--- src/rtl/game_pkg.sv ---
// Shared definitions for the game timer: difficulty mode encodings, the
// timer state enum and an elaboration-time binary to two-digit BCD helper.
package game_pkg;

    localparam logic [1:0] MODE_EASY     = 2'b00;
    localparam logic [1:0] MODE_MED      = 2'b01;
    localparam logic [1:0] MODE_HARD     = 2'b10;
    localparam logic [1:0] MODE_PRACTICE = 2'b11;

    typedef enum logic [1:0] {
        ST_LOADED  = 2'b00,
        ST_RUN     = 2'b01,
        ST_PAUSE   = 2'b10,
        ST_EXPIRED = 2'b11
    } timer_state_t;

    // Binary seconds (clamped to 99) to packed BCD {tens, units}.
    function automatic logic [7:0] to_bcd8(input int unsigned v);
        int unsigned c;
        c = (v > 99) ? 99 : v;
        return {4'(c / 10), 4'(c % 10)};
    endfunction

endpackage

--- src/rtl/game_timer_tick_gen.sv ---
// Pausable prescaler: counts enabled cycles and pulses tick for one cycle
// on the enabled cycle that reaches terminal count DIV-1. clr restarts the
// count from zero and suppresses any tick in that cycle.
module tick_gen #(
    parameter int DIV = 50_000_000
) (
    input  logic clk,
    input  logic rst,
    input  logic clr,
    input  logic en,
    output logic tick
);

    localparam int CW = (DIV > 1) ? $clog2(DIV) : 1;
    localparam logic [CW-1:0] TERM = CW'(DIV - 1);

    logic [CW-1:0] cnt;

    // Prescaler count: cleared on clr, advances and wraps on enabled cycles.
    always_ff @(posedge clk or negedge rst) begin
        if (!rst) begin
            cnt <= '0;
        end else if (clr) begin
            cnt <= '0;
        end else if (en) begin
            cnt <= (cnt == TERM) ? '0 : cnt + 1'b1;
        end
    end

    assign tick = en && !clr && (cnt == TERM);

endmodule

--- src/rtl/game_timer.sv ---
// Round countdown timer for the game controller. Loads a mode-dependent
// duration on reconfig, counts whole seconds down while enabled and holds a
// sticky timeout once the remaining time reaches zero. Remaining time is
// kept directly as two BCD digits for the seven-segment display.
// Optional feature macro: GAME_TIMER_WARN_EN adds the registered warn output.
module game_timer
    import game_pkg::*;
#(
    parameter int CLK_HZ    = 50_000_000,
    parameter int SECS_M0   = 60,
    parameter int SECS_M1   = 45,
    parameter int SECS_M2   = 30,
    parameter int SECS_M3   = 20,
    parameter int WARN_SECS = 10
) (
    input  logic       clk,
    input  logic       rst,
    input  logic       reconfig,
    input  logic       enable,
    input  logic [1:0] mode,
    output logic       timeout,
    output logic [7:0] secs_bcd,
    output logic       running
`ifdef GAME_TIMER_WARN_EN
    ,
    output logic       warn
`endif
);

    localparam int TICK_DIV = CLK_HZ;

    localparam logic [7:0] BCD_M0 = to_bcd8(SECS_M0);
    localparam logic [7:0] BCD_M1 = to_bcd8(SECS_M1);
    localparam logic [7:0] BCD_M2 = to_bcd8(SECS_M2);
    localparam logic [7:0] BCD_M3 = to_bcd8(SECS_M3);
`ifdef GAME_TIMER_WARN_EN
    localparam logic [7:0] WARN_BCD = to_bcd8(WARN_SECS);
`endif

    timer_state_t state, state_nx;
    logic [7:0]   rem_nx;
    logic         timeout_nx;
    logic         running_nx;
    logic         tick;
    logic         pre_en;
`ifdef GAME_TIMER_WARN_EN
    logic         warn_nx;
`endif

    // Round duration for the selected difficulty, already in BCD.
    function automatic logic [7:0] mode_secs(input logic [1:0] m);
        case (m)
            MODE_EASY:  return BCD_M0;
            MODE_MED:   return BCD_M1;
            MODE_HARD:  return BCD_M2;
            default:    return BCD_M3;
        endcase
    endfunction

    // One-second BCD decrement: units borrow from tens, 00 saturates.
    function automatic logic [7:0] bcd_dec(input logic [7:0] d);
        if (d == 8'h00) begin
            return 8'h00;
        end else if (d[3:0] == 4'd0) begin
            return {d[7:4] - 4'd1, 4'd9};
        end else begin
            return {d[7:4], d[3:0] - 4'd1};
        end
    endfunction

    // The prescaler runs on every enabled cycle outside EXPIRED, including
    // the LOADED->RUN and PAUSE->RUN cycles, so the held phase is kept.
    assign pre_en = enable && (state != ST_EXPIRED);

    tick_gen #(
        .DIV (TICK_DIV)
    ) u_tick (
        .clk  (clk),
        .rst  (rst),
        .clr  (reconfig),
        .en   (pre_en),
        .tick (tick)
    );

    // State and registered outputs.
    always_ff @(posedge clk or negedge rst) begin
        if (!rst) begin
            state    <= ST_LOADED;
            secs_bcd <= 8'h00;
            timeout  <= 1'b0;
            running  <= 1'b0;
`ifdef GAME_TIMER_WARN_EN
            warn     <= 1'b0;
`endif
        end else begin
            state    <= state_nx;
            secs_bcd <= rem_nx;
            timeout  <= timeout_nx;
            running  <= running_nx;
`ifdef GAME_TIMER_WARN_EN
            warn     <= warn_nx;
`endif
        end
    end

    // Next-state logic; reconfig overrides everything.
    always_comb begin
        state_nx = state;
        if (reconfig) begin
            state_nx = ST_LOADED;
        end else begin
            case (state)
                ST_LOADED: begin
                    if (enable) begin
                        state_nx = (secs_bcd == 8'h00) ? ST_EXPIRED : ST_RUN;
                    end
                end
                ST_RUN: begin
                    if (!enable) begin
                        state_nx = ST_PAUSE;
                    end else if (tick && secs_bcd == 8'h01) begin
                        state_nx = ST_EXPIRED;
                    end
                end
                ST_PAUSE: begin
                    if (enable) begin
                        state_nx = (tick && secs_bcd == 8'h01) ? ST_EXPIRED : ST_RUN;
                    end
                end
                default: state_nx = ST_EXPIRED;
            endcase
        end
    end

    // Output values for the next edge: remaining time, timeout, running, warn.
    always_comb begin
        rem_nx     = secs_bcd;
        timeout_nx = timeout;
        if (reconfig) begin
            rem_nx     = mode_secs(mode);
            timeout_nx = 1'b0;
        end else if (state_nx == ST_EXPIRED) begin
            rem_nx     = 8'h00;
            timeout_nx = 1'b1;
        end else if ((state == ST_RUN || state == ST_PAUSE) && tick) begin
            rem_nx = bcd_dec(secs_bcd);
        end
        running_nx = (state_nx == ST_RUN);
`ifdef GAME_TIMER_WARN_EN
        warn_nx = (state_nx == ST_RUN || state_nx == ST_PAUSE) &&
                  (rem_nx != 8'h00) && (rem_nx <= WARN_BCD);
`endif
    end

endmodule

--- config.mk ---
export PLATFORM = sky130hd
export DESIGN_NAME = game_timer
export DESIGN_NICKNAME = d
export VERILOG_FILES = /design/src/rtl/game_pkg.sv /design/src/rtl/game_timer_tick_gen.sv /design/src/rtl/game_timer.sv
export SDC_FILE = /design/constraint.sdc
export NUM_CORES = 1
export LEC_CHECK = 0
export CORE_ASPECT_RATIO = 0.7
export CORE_MARGIN = 1
export CORE_UTILIZATION = 50
export CTS_CLUSTER_DIAMETER = 60
export CTS_CLUSTER_SIZE = 16
export DETAILED_ROUTE_END_ITERATION = 8
export PLACE_DENSITY = 0.69
export SETUP_SLACK_MARGIN = 0.02
export SKIP_LAST_GASP = 1
export SLEW_MARGIN = 10
export SYNTH_ARGS = -nofsm -noshare
export SYNTH_HDL_FRONTEND = slang
export SYNTH_SLANG_ARGS = --single-unit
--- constraint.sdc ---
create_clock -name clk -period 4.35 [get_ports clk]
set_input_delay 1.305 -clock clk [delete_from_list [all_inputs] [get_ports clk]]
set_output_delay 1.305 -clock clk [all_outputs]
set_load 0.02 [all_outputs]
==> parameters.txt, run 1 <==
Parameter                              Value

Run status
  Run status    completed

Cells and area
  Nets@finish    304
  Reg area    roughly 950 um2
  Fraction of final layout cells with drive strength greater than 1    9.028%
  Number of fill cells    ~440
  Area growth from synthesis to layout    12.12%
  Multi-input gate area    0.001449 mm2
  Post-Layout Inst Area    0.002790 mm2
  Ant. Diodes    0
  Final standard cell utilization of the core    between 50% and 60%

Floorplanning
  Number of placed I/O pins    16
  Number of rows created at floorplan    21
  Core area    0.004782 mm2
  Area of the die    0.005268 mm2
  Chip Width    ~86 um
  Floorplan die height    61.03 um
  Initial core utilization    between 50% and 60%

Critical path
  Endpoint type of the worst setup path    register
  Timing startpoint of the critical path    enable
  Standard cell with the maximum stage delay on the critical path    clkdlybuf4s50_1
  Type of the worst setup path    in2reg
  R2r startpoint    secs_bcd[0]
  Data arrival, critical path    3.42 ns
  Peak fanout along the critical path    10
  Critical path's largest stage delay    0.64 ns
  Chain of cells forming the critical path    clkdlybuf4s50_1 -> nor3b_1 -> and4_1 -> nand4_1 -> a22oi_2 -> o21ba_1
  Endpoint of the most critical register-to-register path    secs_bcd[0]
  Required time of the critical path    about 4.5 ns
  Startpoint class of the critical path    primary input
  Worst Reg-to-Reg Cells    7
  Register-to-Register Setup Slack    approximately 1.9 ns

Place
  Count of buffers from port buffering    15
  Last weighted congestion value of the routability-driven placer    0.8165
  Placed Instance Area    ~0.0027 mm2
  Placement Setup Slack    0.8424 ns
  HPWL after detailed placement    roughly 3900 um

Power and ir drop
  Static Leakage    1.294 nW
  Worst ir drop on vdd    153.1 uV
  Total power consumption of the routed design    0.0007934 W
  Areal power density over the cells    284.4 mW/mm2

Synth
  FFs w/ async S/R, synth    100.0%
  Count of unique library cells instantiated by Yosys    55
  Portion of the post-synthesis area used by sequential elements    38.21%
  Dominant synthesized flop cell    dfrtp_1
  Number of flip-flops and latches in the synthesized netlist    38
  Cell types occupying the most area after synthesis    dfrtp_1, a21o_1, ha_1
  Average instance area after synthesis    slightly above 9 um2
  Gate Count Post-Synth    272
  Yosys synthesis warning count    0
  Cell taking the most area after synthesis    dfrtp_1
  Number of enable-type register cells in the synthesized netlist    0
  Net Count, Synth    289
  Post-Synthesis Cell Area    0.002489 mm2
  Area share of the largest cell type after synthesis    between 30% and 40%

Drt
  Detailed-router iteration count before antenna repair    5
  Total Routed Length    5615 um
  Detail Route Antenna Nets    0
  Vias    around 2100
  Drc violations    0
  Detailed router's first-iteration violation count    146
  Detail-routed via count per cell    5.930
  Wire length per cell    ~16 um

Clock tree
  Number of levels in the clock H-tree    2
  Number of buffers added to fix hold violations after cts    0
  Post-CTS Setup Repair Bufs    0
  Num CTS Buffers    5
  Number of cells upsized or downsized after cts    0
  TritonCTS clock tree    built
  Library cell used as clock root buffer    clkbuf_8
  Clock transition time at the flip-flop clock pins of the worst setup and hold paths    0.07 ns
  Clock sink count    38
  Latest clock arrival within the worst-skew pair    ~0.30 ns
  Buffer depth of the longest clock path    2

GRT
  Largest net degree at the start of global routing    39
  Via count of the first global-routing pass    around 1800
  Wire length of the first global-routing pass    9094 um
  GRT Residual Overflow    0
  Number of antenna violations at the first check in global routing    0
  Total global routing track utilization    22.79%

STA
  Final worst slack    1.123 ns
  Sum Neg Setup Slack    0 ns
  Setup-violating endpoint count in the final report    0
  Unrepaired setup endpoints after global routing    false
  Max Freq    0.3099 GHz
  Worst slew pin tran    0.8633 ns
  Count of final hold-check violations    0
  Count of pins over their slew limit    0
  Worst slew margin relative to its limit    42.44%
  Part of the cycle the worst path needs    about three quarters
  Final worst path period need    3.227 ns
  Final clock skew    0.009559 ns

Min path
  Terminating pin of the worst hold path    timeout
  WHS Path Cells    1
  Start point of the worst min-delay path    timeout
  Hold/Removal Path Class    reg2reg

Run
  Max-cap viol count    0
-- cells in the final DEF (no fill, tap or decap), types with 2 or more instances in the layout --
| master | n |
|---|---|
| a21o_1 | 21 |
| nand2_1 | 18 |
| and4_1 | 3 |
| and2_1 | 4 |
| nor4b_1 | 2 |
| buf_4 | 3 |
| nand3_1 | 15 |
| nor4bb_1 | 3 |
| o2bb2ai_1 | 2 |
| nor2_1 | 14 |
| a211oi_1 | 6 |
| or3_1 | 4 |
| a31oi_1 | 4 |
| a21oi_1 | 11 |
| ha_1 | 11 |
| nand4_1 | 9 |
| mux2i_1 | 5 |
| or3b_2 | 2 |
| nor4_1 | 3 |
| and3_1 | 7 |
| clkdlybuf4s50_1 | 14 |
| o21ai_0 | 16 |
| nor3b_1 | 5 |
| nor3_1 | 15 |
| clkbuf_8 | 6 |
| dfrtp_1 | 38 |
| inv_1 | 12 |
| xor2_1 | 2 |
| a22o_1 | 4 |
-- state kept, by name, summed over array words and instances, names as in the netlist --
register    cells
running         1
secs_bcd        8
state           2
timeout         1
u_tick.cnt     26
-- critical path, delay by kind of cell --
| family | cells | cell delay, ns |
|---|---|---|
| AO/OA/AOI/OAI | 2 | 0.68 |
| AND/OR/NAND/NOR | 3 | 0.78 |
| buffers and inverters | 1 | 0.64 |
-- worst max path at each step --
stage / end / slack (ns) / cells after the start
after detailed placement: secs_bcd[0] / 0.84 / 6
final: secs_bcd[0] / 1.12 / 6
after floorplan: secs_bcd[3] / 1.55 / 6
after CTS: secs_bcd[0] / 1.16 / 6
after global placement: secs_bcd[3] / 0.91 / 6
after global routing: secs_bcd[0] / 0.98 / 6
-- cell type report --
cell class,count,share of cell area (%)
well taps,69,3.094
clock inverters,1,0.1794
clock buffers,7,3.094
flip-flops and latches,38,34.08
multi-input cells,212,51.93
repair buffers,18,6.009
inverters,12,1.614
-- synthesized netlist by cell type (5+ instances only) --
master / instances
clkbuf_1: 5
a21o_1: 21
and3_1: 7
ha_1: 11
nand3_1: 15
mux2i_1: 5
inv_1: 12
a211oi_1: 6
nor3b_1: 5
nor2_1: 14
nor3_1: 15
dfrtp_1: 38
o21ai_0: 16
a21oi_1: 11
nand2_1: 18
nand4_1: 9
-- layer usage --
metal / part of all wire, % / up-vias / routed length [um] / global-route usage [%]
li1: - / 1048 / - / -
met1: 55 / 1023 / 3109 / 35.46
met2: 40 / 38 / 2223 / 30.84
met3: 3.6 / 8 / 203 / 4.558
met4: 1.4 / 0 / 78 / 8.333
met5: 0 / - / 0 / 0
-- kinds of logic (layout without fill, tap and decap cells) --
family | Yosys count | count (layout) | synth area share [%]
adders and majority gates | 11 | 11 | 5.530
AOI/OAI and AO/OA | 75 | 75 | 20.92
xor gates and xnor gates | 2 | 2 | 0.7040
buffers and inverters | 22 | 38 | 3.569
muxes | 5 | 5 | 2.011
and+or+nand+nor | 119 | 119 | 29.06
DFF | 38 | 38 | 38.21
-- power by group --
group	switching, W	internal, W	total (W)
Sequential	0.0000169	0.000367	0.000384
Clock	0.000128	0.000128	0.000256
Combinational	0.0000898	0.0000636	0.000153
-- stage by stage --
step	hold WS (ns)	std cells
floorplan	0.4732	272
global placement	0.4703	349
detailed placement	0.4743	349
CTS	0.4904	357
global route	0.5268	357
finish	0.4854	357
Note: power is estimated with default switching activity, not from simulation.
==> run 2, diff against run 1 <==
==> constraint.sdc (replaced) <==
create_clock -name clk -period 3.3 [get_ports clk]
set_input_delay 0.99 -clock clk [delete_from_list [all_inputs] [get_ports clk]]
set_output_delay 0.99 -clock clk [all_outputs]
set_load 0.02 [all_outputs]
==> run 2 against run 1 <==
Combinational power grew 38%. Count of clock-buffer cells in the layout did not move. Clock power rose by 18%. Critical path depth increased by 1. Power up 28%. Largest cell class unchanged. Sequential share of layout area shrank 0.27 points. Highest routed layer unchanged. Via count grew 1.3%. Global-route usage about the same. Final area is 0.81% higher. Flip-flop and latch count is the same. Register-to-register slack worse by 1.0 ns. Hold slack worse by 0.0044 ns.
==> parameters.txt, run 2 (synthesized netlist as in run 1, its figures left out) <==
Parameter                              Value

Run status
  Run status    completed

Drt
  Drc violations    0
  Total Routed Length    5611 um
  Detailed router's first-iteration violation count    206
  Detail-routed via count per cell    5.939
  Detail Route Antenna Nets    0
  Wire length per cell    ~16 um
  Detailed-router iteration count before antenna repair    4
  Vias    2144

Clock tree
  Number of buffers added to fix hold violations after cts    0
  TritonCTS clock tree    built
  Clock sink count    38
  Number of cells upsized or downsized after cts    0
  Clock transition time at the flip-flop clock pins of the worst setup and hold paths    0.07 ns
  Post-CTS Setup Repair Bufs    0
  Latest clock arrival within the worst-skew pair    0.29 ns
  Number of levels in the clock H-tree    2
  Library cell used as clock root buffer    clkbuf_8
  Buffer depth of the longest clock path    2
  Num CTS Buffers    5

GRT
  Wire length of the first global-routing pass    9225 um
  Number of antenna violations at the first check in global routing    0
  Total global routing track utilization    22.83%
  Largest net degree at the start of global routing    39
  Via count of the first global-routing pass    between 1500 and 2000
  GRT Residual Overflow    0

Cells and area
  Multi-input gate area    0.001449 mm2
  Most common cell after layout, fill and taps aside    dfrtp_1
  Register name with the most flops    u_tick.cnt
  Top Registers    u_tick.cnt x26, secs_bcd x8, state x2
  Max reg flops    26
  Top library cells by usage in the layout, fill and taps aside    dfrtp_1, a21o_1, nand2_1
  Area growth from synthesis to layout    13.02%
  Nets@finish    309
  Number of fill cells    441
  Ant. Diodes    0
  Reg area    about 950 um2
  Fraction of final layout cells with drive strength greater than 1    under 10%

Place
  Last weighted congestion value of the routability-driven placer    0.8363
  Count of buffers from port buffering    15
  HPWL after detailed placement    between 3000 and 4000 um
  Placement Setup Slack    0.1677 ns

Critical path
  Type of the worst setup path    in2reg
  Endpoint type of the worst setup path    register
  Required time of the critical path    3.46 ns
  Peak fanout along the critical path    10
  Critical path's largest stage delay    0.63 ns
  Chain of cells forming the critical path    clkdlybuf4s50_1 -> nor3b_1 -> and4_1 -> nand4_1 -> a22oi_2 -> buf_4 -> a211oi_1
  Startpoint class of the critical path    primary input
  Standard cell with the maximum stage delay on the critical path    clkdlybuf4s50_1
  Largest delay contributor family on the critical path    buffers and inverters
  Data arrival, critical path    3.01 ns
  Buffers and inverters on the worst path    2

Floorplanning
  Number of rows created at floorplan    21
  Chip Width    approximately 86 um
  Floorplan die height    61.03 um
  Initial core utilization    52.04%
  Area of the die    0.005268 mm2
  Core area    around 0.0048 mm2
  Number of placed I/O pins    16

Power and ir drop
  Areal power density over the cells    around 360 mW/mm2
  Worst ir drop on vdd    180.1 uV
  Static Leakage    1.309 nW

STA
  Worst slew margin relative to its limit    42.23%
  Max Freq    0.3511 GHz
  Final clock skew    around 0.0053 ns
  Sum Neg Setup Slack    0 ns
  Final worst path period need    around 2.8 ns
  Part of the cycle the worst path needs    86.32%
  Worst slew pin tran    0.8666 ns
  Setup-violating endpoint count in the final report    0
  Count of final hold-check violations    0
  Count of pins over their slew limit    0
  Unrepaired setup endpoints after global routing    false
  Final worst slack    0.4516 ns

Min path
  Hold/Removal Path Class    reg2reg

Run
  Max-cap viol count    0
-- run 2: cell count changes in the layout (fill, tap and decap cells not counted) --
cell,previous run,this run
clkbuf_8,6,5
buf_4,3,8
clkinv_2,1,0
clkbuf_1,1,2
-- run 2: power breakdown --
| group | switching [W] | total [W] | leakage, nW | internal (W) |
|---|---|---|---|---|
| sequential | 0.0000226 | 0.000506 | 0.518 | 0.000484 |
| combinational | 0.000119 | 0.000211 | 0.753 | 0.0000920 |
| clock | 0.000156 | 0.000302 | 0.0383 | 0.000146 |
| total | 0.000298 | 0.00102 | 1.31 | 0.000721 |
-- run 2: path summary, 6_finish.rpt --
check,slack [ns],startpoint,endpoint,depth (start not counted)
min in group asynchronous,0.82,rst,u_tick.cnt[2],1
hold / removal,0.48,timeout,timeout,1
setup reg to reg,0.90,u_tick.cnt[0],u_tick.cnt[2],6
max in group asynchronous,1.94,rst,secs_bcd[4],1
hold reg to reg,0.48,timeout,timeout,1
setup / recovery,0.45,enable,secs_bcd[5],7
-- run 2: metrics by stage --
stage | std cells | power, W | utilization (%) | hold WS [ns] | instance area [um2]
after global placement | 354 | 0.0007243 | 57.22 | 0.4730 | 2736
after floorplan | 272 | 0.0006397 | - | 0.4732 | 2489
after detailed placement | 354 | 0.0007254 | 57.22 | 0.4676 | 2736
final | 361 | 0.001019 | 58.82 | 0.4810 | 2813
after global routing | 361 | 0.001082 | 58.82 | 0.5295 | 2813
after CTS | 361 | 0.001031 | 58.82 | 0.4845 | 2813
-- run 2: worst reg2reg max path, stage by stage (launching register included) --
cell and delay (ns):
dfrtp_1 0.41, ha_1 0.26, nand4_4 0.16, nor3_1 0.50
a21bo_2 0.53, o21ai_0 0.15, a22o_2 0.27
-- run 2: cell type report --
type	count	area share [%]
Timing Repair Buffer	23	7.295
Sequential cell	38	33.81
Tap cell	69	3.069
Inverter	12	1.601
Clock buffer	7	2.714
Multi-Input combinational cell	212	51.51
-- run 2: routing by layer --
layer / global-route usage, % / vias up / wire length, um
li1: - / 1058 / -
met1: 35.44 / 1040 / 2989
met2: 32.31 / 41 / 2268
met3: 4.558 / 5 / 319
met4: 5.714 / 0 / 34
met5: 0 / - / 0
==> run 3, diff against run 2 <==
--- a/config.mk
+++ b/config.mk
@@ -5,6 +5,8 @@
 export SDC_FILE = /design/constraint.sdc
 export NUM_CORES = 1
 export LEC_CHECK = 0
+export ABC_AREA = 1
+export ABC_CLOCK_PERIOD_IN_PS = 3300
 export CORE_ASPECT_RATIO = 0.7
 export CORE_MARGIN = 1
 export CORE_UTILIZATION = 50
@@ -17,4 +19,5 @@
 export SLEW_MARGIN = 10
 export SYNTH_ARGS = -nofsm -noshare
 export SYNTH_HDL_FRONTEND = slang
+export SYNTH_HIERARCHICAL = 1
 export SYNTH_SLANG_ARGS = --single-unit
==> run 3 against run 2 <==
Worst setup slack lost 0.084 ns. Critical endpoint unchanged. Critical path depth grew 11. Fmax shrank 2.9%. Cell count grew 27%. Routed wire length grew 4.5%.
==> parameters.txt, run 3 <==
Parameter                              Value

Run status
  Run status    completed

Clock tree
  Number of buffers added to fix hold violations after cts    0
  Number of cells upsized or downsized after cts    0
  Library cell used as clock root buffer    clkbuf_8
  Clock transition time at the flip-flop clock pins of the worst setup and hold paths    0.08 ns
  Buffer depth of the longest clock path    2
  Num CTS Buffers    5
  Latest clock arrival within the worst-skew pair    0.30 ns
  Post-CTS Setup Repair Bufs    0
  Clock sink count    38
  TritonCTS clock tree    built
  Number of levels in the clock H-tree    2

STA
  Max Freq    0.3410 GHz
  Count of final hold-check violations    0
  Setup-violating endpoint count in the final report    0
  Final worst path period need    2.933 ns
  Final clock skew    0.007207 ns
  Sum Neg Setup Slack    0 ns
  Part of the cycle the worst path needs    roughly nine tenths
  Hold Slack    0.5056 ns
  Worst slew margin relative to its limit    between 40 and 50%
  Unrepaired setup endpoints after global routing    false
  Count of pins over their slew limit    0
  Worst slew pin tran    0.8629 ns

Drt
  Wire length per cell    12.75 um
  Drc violations    0
  Detail-routed via count per cell    5.080
  Detailed-router iteration count before antenna repair    5
  Total Routed Length    around 6000 um
  Vias    around 2300
  Detail Route Antenna Nets    0
  Detailed router's first-iteration violation count    167

GRT
  Largest net degree at the start of global routing    39
  Via count of the first global-routing pass    about 2100
  Number of antenna violations at the first check in global routing    0
  GRT Residual Overflow    0
  Wire length of the first global-routing pass    10250 um
  Total global routing track utilization    between 20% and 30%

Floorplanning
  Number of placed I/O pins    16
  Chip Width    90.18 um
  Core area    between 0.005 and 0.006 mm2
  Number of rows created at floorplan    22
  Initial core utilization    52.03%
  Floorplan die height    63.73 um
  Area of the die    around 0.0057 mm2

Place
  Last weighted congestion value of the routability-driven placer    0.8185
  HPWL after detailed placement    4298 um
  Count of buffers from port buffering    15

Synth
  Post-synth top cells    nand2_1, inv_1, nor2_1, dfrtp_1, nand3_1
  Cell with the most instances after synthesis    nand2_1
  Cell taking the most area after synthesis    dfrtp_1
  Post-Synthesis Cell Area    0.002721 mm2
  FFs w/ async S/R, synth    100.0%
  Average instance area after synthesis    7.456 um2
  Yosys synthesis warning count    6
  Number of enable-type register cells in the synthesized netlist    0
  Cell types occupying the most area after synthesis    dfrtp_1, nand2_1, inv_1
  Number of flip-flops and latches in the synthesized netlist    38
  Gate Count Post-Synth    roughly 370
  Area share of the largest cell type after synthesis    between 30% and 40%
  Count of unique library cells instantiated by Yosys    33
  Dominant synthesized flop cell    dfrtp_1
  Net Count, Synth    379
  Portion of the post-synthesis area used by sequential elements    34.94%

Power and ir drop
  Static Leakage    around 1.4 nW
  Areal power density over the cells    between 400 and 500 mW/mm2
  Worst ir drop on vdd    between 200 and 250 uV

Cells and area
  Nets@finish    401
  Most common cell after layout, fill and taps aside    nand2_1
  Register name with the most flops    u_tick/cnt
  Ant. Diodes    0
  Top Registers    u_tick/cnt x26, secs_bcd x8, state x2
  Fraction of final layout cells with drive strength greater than 1    between 10% and 20%
  Max reg flops    26
  Top library cells by usage in the layout, fill and taps aside    nand2_1, inv_1, nor2_1
  Area growth from synthesis to layout    13.06%

Critical path
  Startpoint class of the critical path    primary input
  R2r startpoint    u_tick/cnt[0]
  Endpoint of the most critical register-to-register path    secs_bcd[5]
  Timing endpoint of the critical path    secs_bcd[5]
  Endpoint type of the worst setup path    register
  Required time of the critical path    3.49 ns
  Register-to-Register Setup Slack    0.86 ns
  Timing startpoint of the critical path    enable
  Type of the worst setup path    in2reg
  Data arrival, critical path    3.13 ns
  Worst Reg-to-Reg Cells    18
  Peak fanout along the critical path    9

Min path
  Hold/Removal Path Class    reg2reg
  Start point of the worst min-delay path    timeout

Run
  Max-cap viol count    0
[run 3: cell count changes after synthesis, moves of 12 or more]
cell     previous run  this run
nor3_1             15         2
nand2_1            18       103
a21o_1             21         0
nand3_1            15        27
nor2_1             14        39
inv_1              12        41
[run 3: per-stage QoR]
stage	util (%)	std cells	setup slack (ns)	area (um2)	total power, W
5_1_grt	58.83	460	0.05495	3077	0.001513
6_report	58.83	460	0.3672	3077	0.001427
4_1_cts	58.83	460	0.3774	3077	0.001439
2_1_floorplan	-	365	0.6969	2721	0.0008136
3_5_place_dp	56.10	452	0.07958	2934	0.0009394
3_3_place_gp	56.10	452	0.09943	2934	0.0009384
[run 3: logic make-up after synthesis]
kind of cell | Yosys count | share of synthesized area (%)
adder cells (fa/ha/maj) | 8 | 3.678
AO/OA/AOI/OAI | 43 | 10.71
buffers and inverters | 55 | 8.965
AND/OR/NAND/NOR | 207 | 37.20
flip-flops | 38 | 34.94
XOR/XNOR | 14 | 4.505
[run 3: area by class of cell]
| class | instances | area (um2) |
|---|---|---|
| Sequential cell | 38 | 950.9 |
| Timing Repair Buffer | 19 | 175.2 |
| Inverter | 51 | 191.4 |
| Clock inverter | 2 | 60.06 |
| Fill cell | 475 | 2153 |
| Tap cell | 72 | 90.09 |
| Multi-Input combinational cell | 272 | 1526 |
| Clock buffer | 6 | 82.58 |
[run 3: metal layers]
| metal | share of wire [%] | vias to the layer above | global-route usage, % |
|---|---|---|---|
| met5 | 0 | - | 0 |
| met4 | 1.1 | 0 | 7.056 |
| met3 | 4.7 | 7 | 3.986 |
| met2 | 41 | 49 | 31.30 |
| met1 | 53 | 1086 | 34.89 |
| li1 | - | 1195 | - |
[run 3: where the power goes]
| group | internal (W) | switching [W] | leakage, nW |
|---|---|---|---|
| clock network | 0.000323 | 0.000174 | 0.0714 |
| logic | 0.000150 | 0.000238 | 0.846 |
| registers | 0.000499 | 0.0000432 | 0.521 |
| total | 0.000972 | 0.000455 | 1.44 |
[run 3: worst min path at each step]
stage	end	slack, ns	cells past startpoint
finish	timeout	0.51	2
global route	timeout	0.53	2
CTS	timeout	0.51	2
detailed placement	timeout	0.49	2
global placement	timeout	0.49	2
floorplan	u_tick/cnt[23]	0.47	2
[run 3: critical path, stage by stage]
cell and delay, ns:
clkdlybuf4s50_1 0.51, inv_1 0.09, nor2_1 0.16, inv_1 0.06, nor2_1 0.12, inv_1 0.10, nor2_1 0.18, inv_1 0.07
nor2_1 0.10, nand2_1 0.06, nand2_1 0.07, nand2_2 0.06, a21oi_4 0.17, nand2_4 0.12, nand3_1 0.09, nand2_1 0.06
nand2_1 0.06, nand2_1 0.05
==> variant 1, RTL diff (config.mk and constraints of run 3) <==
Compare `cnt` against `TERM` with >= in place of ==.
--- a/src/rtl/game_timer_tick_gen.sv
+++ b/src/rtl/game_timer_tick_gen.sv
@@ -24,5 +24,5 @@
             cnt <= '0;
         end else if (en) begin
-            cnt <= (cnt == TERM) ? '0 : cnt + 1'b1;
+            cnt <= (cnt >= TERM) ? '0 : cnt + 1'b1;
         end
     end
Function: same outputs for any inputs over 10 cycles, from zero or initial values and one cycle with rst low; that may be too few to reach the edited logic, so the function may still have changed.
==> variant 1 against run 3 <==
- sequential cell count is the same
- worst setup slack got worse by 0.081 ns
- hold slack better by 0.0090 ns
- first-iteration DRC count rose by 56%
- total power fell by 0.23%
- routed wire length up 22%
- cell area up 6.6%
- synthesized area is 6.5% higher
- global-route usage up 3.5 points
- largest cell class unchanged
- highest routed layer unchanged
==> variant 1: results (changes against run 3) <==
[outcome]
outcome = complete, no violations

[sta]
slew_headroom = 0.429  ; +0.00420
skew_ns = 0.0106  ; +0.00337 ns

[global_route]
first_global_vias = 2481  ; +18%
grt_use_met2 = 0.344  ; +0.0308
use_met1 = 0.413  ; +0.0638
met3_usage = 0.0602  ; +0.0203
gr-usage-all-layers = 0.261  ; +0.0350
grt_pass1_wl_um = 12100  ; +19%

[synth]
syn-num-nets = 452  ; +19%
ys_seq_area_frac = 0.328  ; -0.0214
synth.yosys.warnings = 6  ; unchanged
postSynthCellCount = 438  ; +20%
synth_area_leaders = dfrtp_1, nand2_1, nor2_1
synth.top_cells.by_count = nand2_1, nor2_1, inv_1

[detailed_routing]
drt-initial-drc-count = 260  ; +56%
vias = 2758  ; +18%
wl_met3_um = 510  ; +87%
postRouteAntennaNets = 0  ; unchanged
routed-wl-met2_um = 2770  ; +16%
wl_um = 7170  ; +22%
drt-met1-wl_um = 3840  ; +22%
wl_per_cell_um = 13.5  ; +5.5%

[finish]
syn_to_final_growth_pct = 13.2  ; about the same
antenna_cells = 0  ; unchanged
layout-drive-gt1-share = 0.115  ; -0.0500
nets = 474  ; +18%
fill_cells = 505  ; +6.3%

[placement]
place_area_sq_um = 3140  ; +7.0%
dp_cells = 525  ; +16%
hpwl_um = 5310  ; +23%
portBuffers = 15  ; unchanged
dp_slack_ns = -0.0126  ; -0.0922 ns
routabilityCongestion = 0.938  ; +15%

[hold_path]
hold_path_class = flip-flop to flip-flop

[power]
p_leak_nw = 1.62  ; +12%
vdd_drop_max_mv = 0.238  ; +6.9%
intPower_w = 0.000972  ; +0.10%

[worst_setup_path]
worst-path-max-fanout = 10  ; +1
arrival_ns = 3.21  ; +0.08 ns
max_stage_delay_ns = 0.48  ; -0.03 ns

==> variant 1: cell count changes after synthesis, moves of 4 or more <==
cell,run 3,this run
o21ai_0,5,9
nor2_1,39,61
nand3_1,27,32
xor2_1,10,5
o21ai_1,11,1
o21ai_2,5,0
inv_1,41,47
nand2_4,5,1
o22ai_2,5,0
nand3b_1,1,7
nand2_1,103,153
==> variant 1: cell type report <==
class	instances	area share
well taps	72	0.0275
flip-flops and latches	38	0.290
inverters	55	0.0629
clock buffers	6	0.0252
repair buffers	21	0.0580
multi-input cells	339	0.518
clock inverters	2	0.0183
==> variant 1: worst paths after layout <==
path / slack (ns) / endpoint / cells past startpoint / startpoint
hold / removal: 0.51 / timeout / 2 / timeout
max in group asynchronous: 1.96 / u_tick/cnt[7] / 1 / rst
hold reg to reg: 0.51 / timeout / 2 / timeout
setup reg to reg: 0.80 / secs_bcd[4] / 16 / u_tick/cnt[0]
setup / recovery: 0.29 / secs_bcd[4] / 18 / enable
min in group asynchronous: 0.79 / u_tick/cnt[23] / 1 / rst
==> variant 1: logic make-up (layout without fill, tap and decap cells) <==
| logic type | count (synthesis) | after routing | share of synthesized area |
|---|---|---|---|
| AOI/OAI and AO/OA | 28 | 28 | 0.0565 |
| xor gates and xnor gates | 8 | 8 | 0.0242 |
| adders and majority gates | 8 | 8 | 0.0345 |
| buffers and inverters | 61 | 84 | 0.0855 |
| DFF | 38 | 38 | 0.328 |
| and+or+nand+nor | 295 | 295 | 0.471 |
==> variant 1: power groups by stage <==
stage	Combinational [W]	Sequential [W]	Clock (W)
final	0.000388	0.000535	0.000500
after global routing	0.000434	0.000539	0.000537
after CTS	0.000390	0.000535	0.000512
after detailed placement	0.000387	0.000544	0
after global placement	0.000386	0.000544	0
after floorplan	0.000236	0.000566	0
==> variant 2, RTL diff (settings of run 3) <==
Without the edit above. Set the parameter `CLK_HZ` to 200_000_000 (it was 50_000_000).
--- a/src/rtl/game_timer.sv
+++ b/src/rtl/game_timer.sv
@@ -7,5 +7,5 @@
     import game_pkg::*;
 #(
-    parameter int CLK_HZ    = 50_000_000,
+    parameter int CLK_HZ    = 200_000_000,
     parameter int SECS_M0   = 60,
     parameter int SECS_M1   = 45,
Function: no difference found for any inputs over 10 cycles, from zero or initial values and one cycle with rst low; that may be too few to reach the edited logic, so the function may still have changed.
==> variant 2 against run 3 <==
- synthesized area grew 2.4%
- utilization shrank 0.49 points
- routed wire length grew 5.7%
- sequential power grew 3%
- cell area grew 0.73%
- clock skew grew 0.0014 ns
- total power shrank 8.9%
- critical path depth is the same
- sequential cell count grew 2
- worst setup slack lost 0.018 ns
- critical path type unchanged
==> variant 2: results (changes against run 3) <==
[global_route]
grt_pass1_wl_um = 10500  ; +2.6%
met3_usage = 0.0423  ; +0.00240
grt_use_met2 = 0.330  ; +0.0175

[outcome]
outcome = complete, no violations

[finish]
reg_top3 = u_tick/cnt x28, secs_bcd x8, state x2
inv_count = 50  ; -2.0%
nonClkBufAreaFrac = 0.0565  ; -0.000414
seq_cell_count = 40  ; +5.3%
nets = 419  ; +4.5%
clk_share = 0.0299  ; -0.0165
seqCellArea_sq_um = 1000  ; +5.3%

[detailed_routing]
wl_um = 6200  ; +5.7%
vias = 2461  ; +5.3%
drt-initial-drc-count = 178  ; +6.6%

[sta]
skew_ns = 0.00856  ; +0.00135 ns

[power]
power_frac_clock = 0.269  ; -0.079
p_switching_w = 0.000463  ; +1.7%
vdd_drop_max_mv = 0.249  ; +12%

[synth]
synth_area_leaders = dfrtp_1, nand2_1, nand3_1
ys_types = 30  ; -9.1%
synth.top_cells.by_count = nand2_1, inv_1, dfrtp_1, nor2_1, nand3_1
ys_seq_area_frac = 0.359  ; +0.00980
syn-num-nets = 398  ; +5.0%

[placement]
dp_slack_ns = -0.0177  ; -0.0973 ns
place_area_sq_um = 3000  ; +2.3%

[worst_setup_path]
worst-path-max-fanout = 10  ; +1
arrival_ns = 3.15  ; +0.02 ns

[die]
dieArea_sq_um = 5880  ; +2.3%

[variant 2: worst reg2reg max path: stages, from the launching register on]
cell and delay, ns:
dfrtp_1 0.41, ha_1 0.22, nand2_2 0.08, nor2_4 0.15
nand2_2 0.16, inv_1 0.08, nand2_1 0.07, nor3_2 0.17
nand2_1 0.09, inv_1 0.11, nand3_4 0.08, nand2_2 0.07
nand2_2 0.06, a21oi_4 0.17, nand2_4 0.13, nand3_1 0.11
nand2_1 0.06, nand2_1 0.06, nand2_1 0.05
[variant 2: cells by family after synthesis]
| group | Yosys count | synth area share |
|---|---|---|
| and+or+nand+nor | 220 | 0.370 |
| buffers and inverters | 55 | 0.0853 |
| AOI/OAI and AO/OA | 46 | 0.102 |
| DFF | 40 | 0.359 |
| xor gates and xnor gates | 15 | 0.0471 |
| adders and majority gates | 8 | 0.0359 |
[variant 2: final timing paths]
kind,start,cells past startpoint,slack (ns),to
setup / recovery,enable,18,0.35,secs_bcd[5]
hold / removal,secs_bcd[5],2,0.52,secs_bcd[5]
setup reg to reg,u_tick/cnt[0],18,0.87,secs_bcd[5]
hold reg to reg,secs_bcd[5],2,0.52,secs_bcd[5]
max in group asynchronous,rst,1,1.92,secs_bcd[7]
min in group asynchronous,rst,1,0.81,u_tick/cnt[18]
[variant 2: stage by stage]
step | hold slack (ns) | std cells | total power (W) | util
CTS | 0.521 | 478 | 0.00131 | 0.582
global route | 0.551 | 478 | 0.00138 | 0.583
floorplan | 0.475 | 384 | 0.000832 | -
finish | 0.520 | 478 | 0.00130 | 0.583
detailed placement | 0.493 | 470 | 0.000960 | 0.565
global placement | 0.496 | 470 | 0.000957 | 0.565
[variant 2: repair_timing]
action / CTS / global route
endpoints found under the setup margin: 0 / 1
gates resized for setup: 0 / 1
buffers inserted: 0 / 0
